===== src/rtl/sha256_msg_schedule.sv =====
// SHA-256 message schedule: loads a 16-word block and streams W0..W(ROUNDS-1) through a 16-word sliding window.
// Optional abort input when SHA256_SCHED_ABORT_EN is defined.
module sha256_msg_schedule #(
    parameter int ROUNDS = 64
) (
    input  logic        clk,
    input  logic        rst,
`ifdef SHA256_SCHED_ABORT_EN
    input  logic        abort,
`endif
    input  logic        load_valid,
    output logic        load_ready,
    input  logic [31:0] load_word,
    output logic        w_valid,
    input  logic        w_ready,
    output logic [31:0] w_data,
    output logic [5:0]  w_index,
    output logic        done
);

    typedef enum logic {
        S_IDLE = 1'b0,
        S_EMIT = 1'b1
    } state_e;

    localparam logic [5:0] T_LAST = 6'(ROUNDS - 1);

    function automatic logic [31:0] sigma0(input logic [31:0] x);
        return {x[6:0], x[31:7]} ^ {x[17:0], x[31:18]} ^ (x >> 3);
    endfunction

    function automatic logic [31:0] sigma1(input logic [31:0] x);
        return {x[16:0], x[31:17]} ^ {x[18:0], x[31:19]} ^ (x >> 10);
    endfunction

    function automatic logic [31:0] add4(input logic [31:0] a, input logic [31:0] b,
                                         input logic [31:0] c, input logic [31:0] d);
        return a + b + c + d;
    endfunction

    state_e      state_q;
    logic [31:0] win_q [16];
    logic [3:0]  cnt_q;
    logic [5:0]  t_q;
    logic        load_ready_q;
    logic        w_valid_q;
    logic        done_q;

    logic        load_fire;
    logic        emit_fire;
    logic        abort_act;
    logic [31:0] next_word_d;

`ifdef SHA256_SCHED_ABORT_EN
    assign abort_act = abort;
`else
    assign abort_act = 1'b0;
`endif

    assign load_fire = load_valid & load_ready_q;
    assign emit_fire = w_valid_q & w_ready;

    // W_{t+16} from the current window, where win_q[i] holds W_{t+i}
    always_comb begin
        next_word_d = add4(sigma1(win_q[14]), win_q[9], sigma0(win_q[1]), win_q[0]);
    end

    always_ff @(posedge clk or posedge rst) begin
        if (rst) begin
            state_q      <= S_IDLE;
            cnt_q        <= '0;
            t_q          <= '0;
            load_ready_q <= 1'b1;
            w_valid_q    <= 1'b0;
            done_q       <= 1'b0;
            for (int i = 0; i < 16; i++) begin
                win_q[i] <= '0;
            end
        end else begin
            done_q <= 1'b0;
            if (abort_act) begin
                // Any handshake coinciding with abort is dropped
                state_q      <= S_IDLE;
                cnt_q        <= '0;
                t_q          <= '0;
                load_ready_q <= 1'b1;
                w_valid_q    <= 1'b0;
            end else begin
                case (state_q)
                    S_IDLE: begin
                        if (load_fire) begin
                            win_q[cnt_q] <= load_word;
                            cnt_q        <= cnt_q + 4'd1;
                            if (cnt_q == 4'd15) begin
                                state_q      <= S_EMIT;
                                t_q          <= '0;
                                load_ready_q <= 1'b0;
                                w_valid_q    <= 1'b1;
                            end
                        end
                    end
                    S_EMIT: begin
                        if (emit_fire) begin
                            for (int i = 0; i < 15; i++) begin
                                win_q[i] <= win_q[i+1];
                            end
                            win_q[15] <= next_word_d;
                            if (t_q == T_LAST) begin
                                state_q      <= S_IDLE;
                                t_q          <= '0;
                                load_ready_q <= 1'b1;
                                w_valid_q    <= 1'b0;
                                done_q       <= 1'b1;
                            end else begin
                                t_q <= t_q + 6'd1;
                            end
                        end
                    end
                    default: begin
                        state_q      <= S_IDLE;
                        load_ready_q <= 1'b1;
                        w_valid_q    <= 1'b0;
                    end
                endcase
            end
        end
    end

    assign load_ready = load_ready_q;
    assign w_valid    = w_valid_q;
    assign w_data     = win_q[0];
    assign w_index    = t_q;
    assign done       = done_q;

    a_ready_valid_excl: assert property (@(posedge clk) disable iff (rst)
        !(load_ready_q && w_valid_q));

    a_stall_hold: assert property (@(posedge clk) disable iff (rst || abort_act)
        (w_valid_q && !w_ready) |=> (w_valid_q && $stable(win_q[0]) && $stable(t_q)));

endmodule


===== config.mk =====
export PLATFORM = sky130hd
export DESIGN_NAME = sha256_msg_schedule
export DESIGN_NICKNAME = d
export VERILOG_FILES = /design/src/rtl/sha256_msg_schedule.sv
export SDC_FILE = /design/constraint.sdc
export NUM_CORES = 2
export LEC_CHECK = 0
export ABC_CLOCK_PERIOD_IN_PS = 22400
export CORE_UTILIZATION = 56
export CTS_BUF_LIST = sky130_fd_sc_hd__clkbuf_2 sky130_fd_sc_hd__clkbuf_4 sky130_fd_sc_hd__clkbuf_8
export CTS_CLUSTER_DIAMETER = 200
export DETAILED_ROUTE_END_ITERATION = 7
export PLACE_DENSITY = 0.7
export SYNTH_ARGS = -nofsm -noshare
export SYNTH_HDL_FRONTEND = slang
export SYNTH_SLANG_ARGS = --single-unit

===== constraint.sdc =====
create_clock -name clk -period 22.4 [get_ports clk]
set_input_delay 4.48 -clock clk [delete_from_list [all_inputs] [get_ports clk]]
set_output_delay 4.48 -clock clk [all_outputs]
set_load 0.03 [all_outputs]

==> metrics.cfg <==
[worst_hold_path]
min_to=win_q[19]
hold_depth=2
hold_path.class=register to register
hold_start=win_q[19]

[global_route]
grtUsageTotal_pct=34.6
grt_antenna_before_repair=0
grt_pass1_wl_um=134000
grt_max_degree=224
grt_overflow=0
grt_pass1_vias=22300

[pwr]
vdd_drop_max_v=0.0000478
leakage_uw=0.0137
cellPowerDensity_nw_per_um2=63.2

[clocking]
cts_resized=0
cts_buffers=90
path_clk_slew_ns=0.06
max-clock-path-buffers=3
cts.sinks=526
tritoncts=built
clk_latency_ns=0.70
cts.hold.buffers_added=0
cts_setup_buffers=0
cts_root_buf=clkbuf_8
ctsHtreeMaxLevel=3

[worst_setup_path]
critPathArrivalTime_ns=7.81
rr_endpoint=win_q[25]
worstSetupPathType=primary input to register
crit_family=simple AND/OR/NAND/NOR gates
reg2reg_depth=14
worstSetupStartpointType=primary input
path_buf_inv=1
path_cells=clkdlybuf4s50_1, and2_1, nand2_1, nand2_1, and3_1, a21oi_1, o21ai_1
crit_path_end_kind=register
r2r_start=win_q[51]
required_ns=22.92
cpPeakStageDelay_ns=1.06
crit_top_cell=nand2_1
worst-path-max-fanout=32
r2r_slack_ns=17.58
cp_slowest_cell=nand2_1

[run]
maxCapViolations=0

[logic_synthesis]
yosys.area_share.simple_pct=10.3
yosys.area_share.xor_xnor_pct=4.73
synthMuxAreaShare_pct=0.0712
synthAdderAreaFrac_pct=6.02
synth_cell_types=55
synth_compound_area_share_pct=25.0
synth_top_family_by_area=compound AO/OA/AOI/OAI gates
yosysWarningCount=0
netlist_instances=3092
ys_ff_latch=526
avgSynthCellArea_um2=9.10
synth_area_um2=28100
synth-main-ff-cell=dfrtp_1
seq_area_frac_synth_pct=46.8
synth_edf_count=0
async_flop_share_pct=100
synth_nets=3226

[timing]
worstMarginPinSlew_ns=1.24
rsz0062_at_grt=no
post-route-period-util_pct=32.6
slew_violations=0
max_freq_mhz=137
min_period_ns=7.30
timing.clock.skew_ns=0.0296
setup_ws_ns=15.10
setup_tns_ns=0
hold_violations=0
setup_violations=0
slew_headroom_pct=17.0

[status]
run_status=finished, final reports clean

[floorplanning]
rows=81
die_w_um=226
fp.coreArea_um2=49300
ios=77
dieHeight_um=226
start_util_pct=57.1
dieArea_um2=51100

[detailed_routing]
drcViolationCount=0
routed_wl_um=86800
first_pass_iters=7
via_count=23300
drt-wirelength-per-cell_um=23.5
ant_nets=0
drtIter0Drc=2754
via_per_inst=6.32

[placed_design]
post-place-ws_ns=14.48
place_inst=3535
place_hpwl_um=57200
gp_congestion=0.973
portBuffers=76

[cells_and_area]
postLayoutCoreUtil_pct=62.4
syn_to_final_growth_pct=9.30
insertedDiodeCount=0
stdcell_count=3690
drive_above_1_share_pct=8.29
final_nets=3097

worst max path at each step:
stage | from | to | depth (start not counted)
after global routing | w_ready | win_q[30] | 7
after global placement | w_ready | win_q[30] | 7
final | w_ready | win_q[26] | 7
after CTS | w_ready | win_q[26] | 7
after detailed placement | w_ready | win_q[26] | 7
after floorplan | rst | cnt_q[0] | 1
cell families after synthesis:
kind of cell / Yosys count
fa+ha+maj: 98
flops: 526
buf+inv: 493
simple gates: 707
compound gates: 1114
mux: 2
xor+xnor: 152
state kept, by name, indices dropped and copies added (netlist names):
signal      cells
win_q         480
state_q         1
w_index         6
w_data         32
done            1
cnt_q           4
w_valid         1
load_ready      1
per-stage QoR:
step,total power (µW),cell area (µm²),hold slack [ns]
detailed placement,1020,28800,0.486
finish,1940,30700,0.505
floorplan,997,28100,0.457
global route,2000,30700,0.526
global placement,1020,28800,0.475
CTS,1950,30700,0.498
final cells by class:
| class | instances | area, µm² |
|---|---|---|
| fillers | 4219 | 18500 |
| flip-flops and latches | 526 | 13200 |
| multi-input cells | 2073 | 13000 |
| clock buffers | 140 | 1710 |
| repair buffers | 144 | 1300 |
| well taps | 664 | 831 |
| inverters | 128 | 488 |
| clock inverters | 15 | 210 |
Yosys cell counts, types with 2 or more instances:
cell | n | area share [%]
nand2b_1 | 4 | 0.089
a211oi_1 | 2 | 0.053
nor2b_1 | 35 | 0.78
o22ai_1 | 5 | 0.11
nand2_1 | 64 | 0.85
a21oi_1 | 521 | 9.3
nor2_1 | 538 | 7.2
a311o_1 | 3 | 0.11
nand3_1 | 16 | 0.28
and2_1 | 13 | 0.29
and3_1 | 14 | 0.31
ha_1 | 36 | 1.6
o21ai_0 | 15 | 0.27
xor2_1 | 51 | 1.6
fa_1 | 62 | 4.4
a211o_1 | 2 | 0.062
o21ai_1 | 14 | 0.25
a221oi_1 | 16 | 0.50
nor3_1 | 4 | 0.071
dfrtp_1 | 525 | 47
o31ai_1 | 2 | 0.053
o221ai_1 | 2 | 0.062
mux2i_1 | 2 | 0.071
clkbuf_1 | 315 | 4.2
nand4_1 | 10 | 0.22
a21o_1 | 21 | 0.56
a22oi_1 | 482 | 13
a311oi_1 | 2 | 0.062
a22o_1 | 3 | 0.093
buf_1 | 18 | 0.24
xnor2_1 | 101 | 3.1
nor3b_1 | 2 | 0.053
and4_1 | 2 | 0.062
a31oi_1 | 9 | 0.20
buf_4 | 32 | 0.85
a21boi_1 | 2 | 0.053
o211ai_1 | 2 | 0.053
inv_1 | 128 | 1.7
layer usage:
metal | global-route usage, % | routed length, µm | vias to the layer above
met3 | 5.82 | 7830 | 168
met4 | 12.1 | 2800 | 0
met2 | 50.0 | 37500 | 1095
li1 | - | - | 10500
met1 | 52.3 | 38700 | 11600
met5 | 0 | 0 | -
worst register-to-register path, cell delays in order (launching register included):
cell and delay [ns]:
dfrtp_1 0.55, xor2_1 0.24, xnor2_1 0.41, fa_1 0.51, fa_1 0.50, inv_1 0.07, fa_1 0.43, a21oi_2 0.20
o221ai_2 0.17, a311oi_1 0.64, o2111ai_1 0.29, a41oi_1 0.31, o21bai_1 0.12, xnor2_1 0.18, o22ai_1 0.09
placed cells by master, fill, tap and decap left out, types with 4 or more instances in the layout:
| cell type | netlist | routed |
|---|---|---|
| nor2_1 | 538 | 537 |
| dfrtp_1 | 525 | 524 |
| a21oi_1 | 521 | 521 |
| a22oi_1 | 482 | 482 |
| inv_1 | 128 | 127 |
| clkbuf_8 | 0 | 105 |
| xnor2_1 | 101 | 101 |
| clkdlybuf4s50_1 | 0 | 76 |
| buf_4 | 32 | 66 |
| fa_1 | 62 | 62 |
| xor2_1 | 51 | 51 |
| nand2_1 | 64 | 49 |
| ha_1 | 36 | 36 |
| nor2b_1 | 35 | 35 |
| clkbuf_4 | 0 | 35 |
| a21o_1 | 21 | 21 |
| nand3_1 | 16 | 16 |
| a221oi_1 | 16 | 16 |
| nand2_2 | 0 | 15 |
| o21ai_0 | 15 | 15 |
| o21ai_1 | 14 | 14 |
| and2_1 | 13 | 12 |
| and3_1 | 14 | 12 |
| nand4_1 | 10 | 10 |
| a31oi_1 | 9 | 9 |
| o22ai_1 | 5 | 5 |
| clkinv_2 | 0 | 5 |
| inv_8 | 0 | 4 |
| nor3_1 | 4 | 4 |
| nand2b_1 | 4 | 4 |
| bufinv_16 | 0 | 4 |
power by group:
group | internal, µW | switching (µW) | total, µW | leakage (µW)
Sequential | 951 | 0 | 951 | 0.00734
Clock | 531 | 405 | 936 | 0.00102
Combinational | 13.0 | 41.5 | 54.5 | 0.00531
Power figures use the tool's default switching activity.
